File: config.mk
export PLATFORM = sky130hd
export DESIGN_NAME = dbi_tx_fsm
export DESIGN_NICKNAME = d
export VERILOG_FILES = /design/src/rtl/dbi_tx_fsm.sv
export SDC_FILE = /design/constraint.sdc
export NUM_CORES = 1
export LEC_CHECK = 0
export CAP_MARGIN = 15
export CORE_MARGIN = 4
export CORE_UTILIZATION = 45
export DETAILED_ROUTE_END_ITERATION = 8
export PLACE_DENSITY = 0.68
export SLEW_MARGIN = 20
export SYNTH_ARGS = -nofsm -noshare
export SYNTH_HDL_FRONTEND = slang
export SYNTH_SLANG_ARGS = --single-unit
File: constraint.sdc
create_clock -name clk -period 4.7 [get_ports clk]
set_input_delay 0.94 -clock clk [delete_from_list [all_inputs] [get_ports clk]]
set_output_delay 0.94 -clock clk [all_outputs]
set_load 0.02 [all_outputs]
File: src/rtl/dbi_tx_fsm.sv
// MIPI DBI Type-B (8080) write-only transmitter: address window, RAMWR, then the pixel stream.
// Define DBI_TX_ADDR_WIN_EN to send CASET/PASET before RAMWR on every frame.
module dbi_tx_fsm #(
    parameter int unsigned DATA_W      = 8,
    parameter int unsigned IMG_W       = 320,
    parameter int unsigned IMG_H       = 240,
    parameter int unsigned WR_LOW_CYC  = 1,
    parameter int unsigned WR_HIGH_CYC = 1
) (
    input  logic              clk,
    input  logic              rst_n,
    input  logic              frame_start_i,
    input  logic [DATA_W-1:0] pxl_dat_i,
    input  logic              pxl_vld_i,
    output logic              pxl_rdy_o,
    output logic              busy_o,
    output logic              frame_done_o,
    output logic              dbi_csx_o,
    output logic              dbi_dcx_o,
    output logic              dbi_wrx_o,
    output logic              dbi_rdx_o,
    output logic [DATA_W-1:0] dbi_d_o
);

    localparam longint unsigned PIX_BYTES = 2 * longint'(IMG_W) * longint'(IMG_H);
    localparam int unsigned PCNT_W  = $clog2(PIX_BYTES + 1);
    localparam int unsigned CYC_MAX = (WR_LOW_CYC > WR_HIGH_CYC) ? WR_LOW_CYC : WR_HIGH_CYC;
    localparam int unsigned CYC_W   = (CYC_MAX > 1) ? $clog2(CYC_MAX) : 1;
`ifdef DBI_TX_ADDR_WIN_EN
    localparam int unsigned NUM_CMD = 11;
    localparam logic [15:0] W_LAST  = 16'(IMG_W - 1);
    localparam logic [15:0] H_LAST  = 16'(IMG_H - 1);
`else
    localparam int unsigned NUM_CMD = 1;
`endif
    localparam int unsigned IDX_W = $clog2(NUM_CMD + 1);

    typedef enum logic [2:0] {StIdle, StWrLo, StWrHi, StPixWait, StEnd} state_t;

    state_t             state;
    logic [CYC_W-1:0]   cyc;
    logic [IDX_W-1:0]   seq_idx;   // index of the next command/parameter byte
    logic [PCNT_W-1:0]  pix_cnt;
    logic [DATA_W-1:0]  next_cmd;
    logic               cmd_owed;
    logic               pix_owed;
    logic               last_cyc;

`ifdef DBI_TX_ADDR_WIN_EN
    always_comb begin
        next_cmd = '0;
        case (seq_idx)
            4'd0:    next_cmd = DATA_W'(8'h2A);
            4'd3:    next_cmd = DATA_W'(W_LAST[15:8]);
            4'd4:    next_cmd = DATA_W'(W_LAST[7:0]);
            4'd5:    next_cmd = DATA_W'(8'h2B);
            4'd8:    next_cmd = DATA_W'(H_LAST[15:8]);
            4'd9:    next_cmd = DATA_W'(H_LAST[7:0]);
            4'd10:   next_cmd = DATA_W'(8'h2C);
            default: next_cmd = '0;
        endcase
    end
`else
    assign next_cmd = DATA_W'(8'h2C);
`endif

    assign cmd_owed  = (seq_idx < IDX_W'(NUM_CMD));
    assign pix_owed  = (pix_cnt < PCNT_W'(PIX_BYTES));
    assign last_cyc  = (cyc == '0);
    assign dbi_rdx_o = 1'b1;

    // Ready is offered only when the byte slot after the current strobe is a pixel slot.
    assign pxl_rdy_o = (state == StPixWait) ||
                       ((state == StWrHi) && last_cyc && !cmd_owed && pix_owed);

    always_ff @(posedge clk or negedge rst_n) begin
        if (!rst_n) begin
            state        <= StIdle;
            cyc          <= '0;
            seq_idx      <= '0;
            pix_cnt      <= '0;
            busy_o       <= 1'b0;
            frame_done_o <= 1'b0;
            dbi_csx_o    <= 1'b1;
            dbi_dcx_o    <= 1'b1;
            dbi_wrx_o    <= 1'b1;
            dbi_d_o      <= '0;
        end else begin
            case (state)
                StIdle: begin
                    if (frame_start_i) begin
                        state     <= StWrLo;
                        busy_o    <= 1'b1;
                        dbi_csx_o <= 1'b0;
                        dbi_wrx_o <= 1'b0;
                        dbi_dcx_o <= 1'b0;
                        dbi_d_o   <= next_cmd;
                        seq_idx   <= IDX_W'(1);
                        pix_cnt   <= '0;
                        cyc       <= CYC_W'(WR_LOW_CYC - 1);
                    end
                end
                StWrLo: begin
                    if (last_cyc) begin
                        state     <= StWrHi;
                        dbi_wrx_o <= 1'b1;
                        cyc       <= CYC_W'(WR_HIGH_CYC - 1);
                    end else begin
                        cyc <= cyc - CYC_W'(1);
                    end
                end
                StWrHi: begin
                    if (!last_cyc) begin
                        cyc <= cyc - CYC_W'(1);
                    end else if (cmd_owed) begin
                        state     <= StWrLo;
                        dbi_wrx_o <= 1'b0;
                        dbi_dcx_o <= 1'b0;
                        dbi_d_o   <= next_cmd;
                        seq_idx   <= seq_idx + IDX_W'(1);
                        cyc       <= CYC_W'(WR_LOW_CYC - 1);
                    end else if (pix_owed) begin
                        if (pxl_vld_i) begin
                            state     <= StWrLo;
                            dbi_wrx_o <= 1'b0;
                            dbi_dcx_o <= 1'b1;
                            dbi_d_o   <= pxl_dat_i;
                            pix_cnt   <= pix_cnt + PCNT_W'(1);
                            cyc       <= CYC_W'(WR_LOW_CYC - 1);
                        end else begin
                            state <= StPixWait;
                        end
                    end else begin
                        state        <= StEnd;
                        dbi_csx_o    <= 1'b1;
                        frame_done_o <= 1'b1;
                    end
                end
                StPixWait: begin
                    if (pxl_vld_i) begin
                        state     <= StWrLo;
                        dbi_wrx_o <= 1'b0;
                        dbi_dcx_o <= 1'b1;
                        dbi_d_o   <= pxl_dat_i;
                        pix_cnt   <= pix_cnt + PCNT_W'(1);
                        cyc       <= CYC_W'(WR_LOW_CYC - 1);
                    end
                end
                StEnd: begin
                    state        <= StIdle;
                    busy_o       <= 1'b0;
                    frame_done_o <= 1'b0;
                    seq_idx      <= '0;
                end
                default: state <= StIdle;
            endcase
        end
    end

endmodule
==> flow_summary.toml <==
[placed_design]
gp_congestion = 0.826
io_buffers = 25
dp_hpwl_um = 2930

[clock_tree]
holdBufCountCts = 0
clock-sinks = 35
cts_resized = 0
clk_pin_slew_ps = 70
root_buffer = "clkbuf_8"
cts.htree.levels = 2
cts_tree = "built"
cts.path.max_buffers = 2
clock_latency_ps = 290
cts_inserted_buffers = 5
post_cts_buffers = 0

[detailed_routing]
wire_per_inst_um = 16.1
wl_met1_um = 2000
vias = 1535
drt_first_pass_iters = 4
viasPerCell = 5.86
routed.top_layer = "met4"
dr_wl_met2_um = 1920
drc = 0
routed_wl_um = 4220
wl_met3_um = 225
drtIter0Drc = 157
antenna_left = 0

[status]
status = "complete, no violations"

[sta]
max_slew_margin = 0.490
period_needed_ps = 2990
setup_viol_count_final = 0
period_share = 0.636
setup_tns_ps = 0
tightest_slew_ps = 757
maxSlewViolCount = 0
fmax_mhz = 335
final-hold-violation-count = 0
rsz0062_at_grt = "false"
finClkSkew_ps = 9.50

[power]
ir_worst_vdd_mv = 0.319
p_per_area_mw_per_mm2 = 517
total_power_mw = 1.13
total_leakage_power_nw = 0.866

[setup_path]
cp_top_family = "buffers and inverters"
cp_data_required_time_ps = 3760
r2r_setup_slack_ps = 2640
path_max_fanout = 6
crit_chain = "and2_1 > o21ai_1 > o21ai_0 > nor2_1 > clkdlybuf4s50_1"
critPathMaxStageDelay_ps = 610
cp.arrival_ps = 2050
critPathKind = "reg2out"
cp_slowest_cell = "clkdlybuf4s50_1"
critical_path_buf_inv_count = 1
cp-end-kind = "output port"
start_kind = "flip-flop"

[synth]
synth_top_cell_area_share = 0.438
ys_async_sr_fraction = 1.00
post-synth-top-count-cell = "dfrtp_1"
ys_seq_area_frac = 0.481
synth_edf_count = 0
synth_common_cells = "dfrtp_1, nor2_1, nand2_1"
syn-cell-area_mm2 = 0.00183
synth_cell_type_count = 49
ys.flop_type = "dfrtp_1"
synth_cells = 188
synthTopCellsByArea = "dfrtp_1, dfstp_2, o21ai_0"
yosysWarnings = 0
ys_seq_elements = 35
synth_nets = 201
synthDominantAreaCellType = "dfrtp_1"
syn_avg_cell_area_um2 = 9.73

[cells_and_area]
fill_cells = 327
areaGrowthSynthToFinish_pct = 19.2
multi_input_area_um2 = 872
final_nets = 226
drive_above_1_share = 0.0794
ff_latch_area_um2 = 880
diodes = 0

[global_route]
grt.total_usage = 0.182
grt_overflow = 0
grt_first_pass_wirelength_um = 7380
grt_pass1_vias = 1507
antenna_found_initial = 0
grt_max_degree = 36

[floorplan]
die_area_mm2 = 0.00515
die_y_um = 71.8
start_util = 0.482
core_area_mm2 = 0.00380
ios = 27
die_x_um = 71.8
rows = 22

[min_path]
hold_path.class = "reg2reg"

[flow_run]
drv_cap = 0
-- metrics by stage --
stage | instances | hold WS (ps) | setup slack (ps) | cell area [um2] | utilization
floorplan | 188 | 472 | 2540 | 1830 | -
global placement | 254 | 472 | 1850 | 2100 | 0.553
detailed placement | 254 | 481 | 1800 | 2100 | 0.553
CTS | 262 | 496 | 1730 | 2180 | 0.574
global route | 262 | 526 | 1570 | 2180 | 0.574
finish | 262 | 488 | 1710 | 2180 | 0.574
-- state kept, by name, indices dropped and copies added, names as in the netlist --
name	flops
pix_cnt	18
dbi_d_o	8
state	3
busy_o	1
dbi_csx_o	1
dbi_dcx_o	1
dbi_wrx_o	1
frame_done_o	1
seq_idx	1
-- final timing paths --
path,startpoint,to,cells after the start
worst min register to register,dbi_d_o[5],dbi_d_o[5],1
max in group asynchronous,rst_n,dbi_dcx_o,2
worst min-delay path,dbi_d_o[5],dbi_d_o[5],1
min in group asynchronous,rst_n,state[2],2
worst max register to register,state[1],pix_cnt[12],5
worst max-delay path,pix_cnt[11],pxl_rdy_o,5
-- layer usage --
layer / vias up / global-route usage
met5: - / 0
met4: 0 / 0.0647
met3: 10 / 0.0421
met2: 46 / 0.266
met1: 724 / 0.263
li1: 755 / -
-- report_power, final --
| group | internal [mW] | switching, mW |
|---|---|---|
| Clock | 0.104 | 0.107 |
| Combinational | 0.220 | 0.249 |
| Sequential | 0.372 | 0.0753 |
| Total | 0.696 | 0.432 |
-- cells in the final DEF, fill, tap and decap left out, types with 3 or more instances in the layout --
master,count
or4_1,4
dfrtp_1,32
o211ai_1,5
nand2_1,13
clkbuf_8,5
clkdlybuf4s50_1,25
a21oi_1,10
nor3b_1,3
nand3_1,7
and2_1,3
nor2_1,16
nor4_1,3
nand2b_1,3
nor3_1,4
or3_1,5
dfstp_2,3
o21ai_0,12
inv_1,6
a31oi_1,4
nand4_1,5
o31ai_1,3
a22o_1,6
o22a_1,4
-- kinds of logic after synthesis --
kind of cell | share of synthesized area
AOI/OAI and AO/OA | 0.235
xor gates and xnor gates | 0.00479
adders and majority gates | 0.00684
buffers and inverters | 0.0424
DFF | 0.481
muxes | 0.00547
other | 0.00205
and+or+nand+nor | 0.222
-- area by class of cell --
| class | count | area share |
|---|---|---|
| clock inverter | 1 | 0.00229 |
| clock buffer | 7 | 0.0350 |
| multi-input combinational | 138 | 0.400 |
| sequential | 35 | 0.403 |
| timing repair buffer | 27 | 0.122 |
| tap | 48 | 0.0275 |
| inverter | 6 | 0.0103 |
-- worst register-to-register path, cell delays in order (launching register included) --
cell and delay [ps]:
dfrtp_1 540, or3b_1 450, a21oi_2 190, o21ai_2 220
or4_1 510, nand2_1 80
No activity file was read; power rests on OpenSTA's default activity.
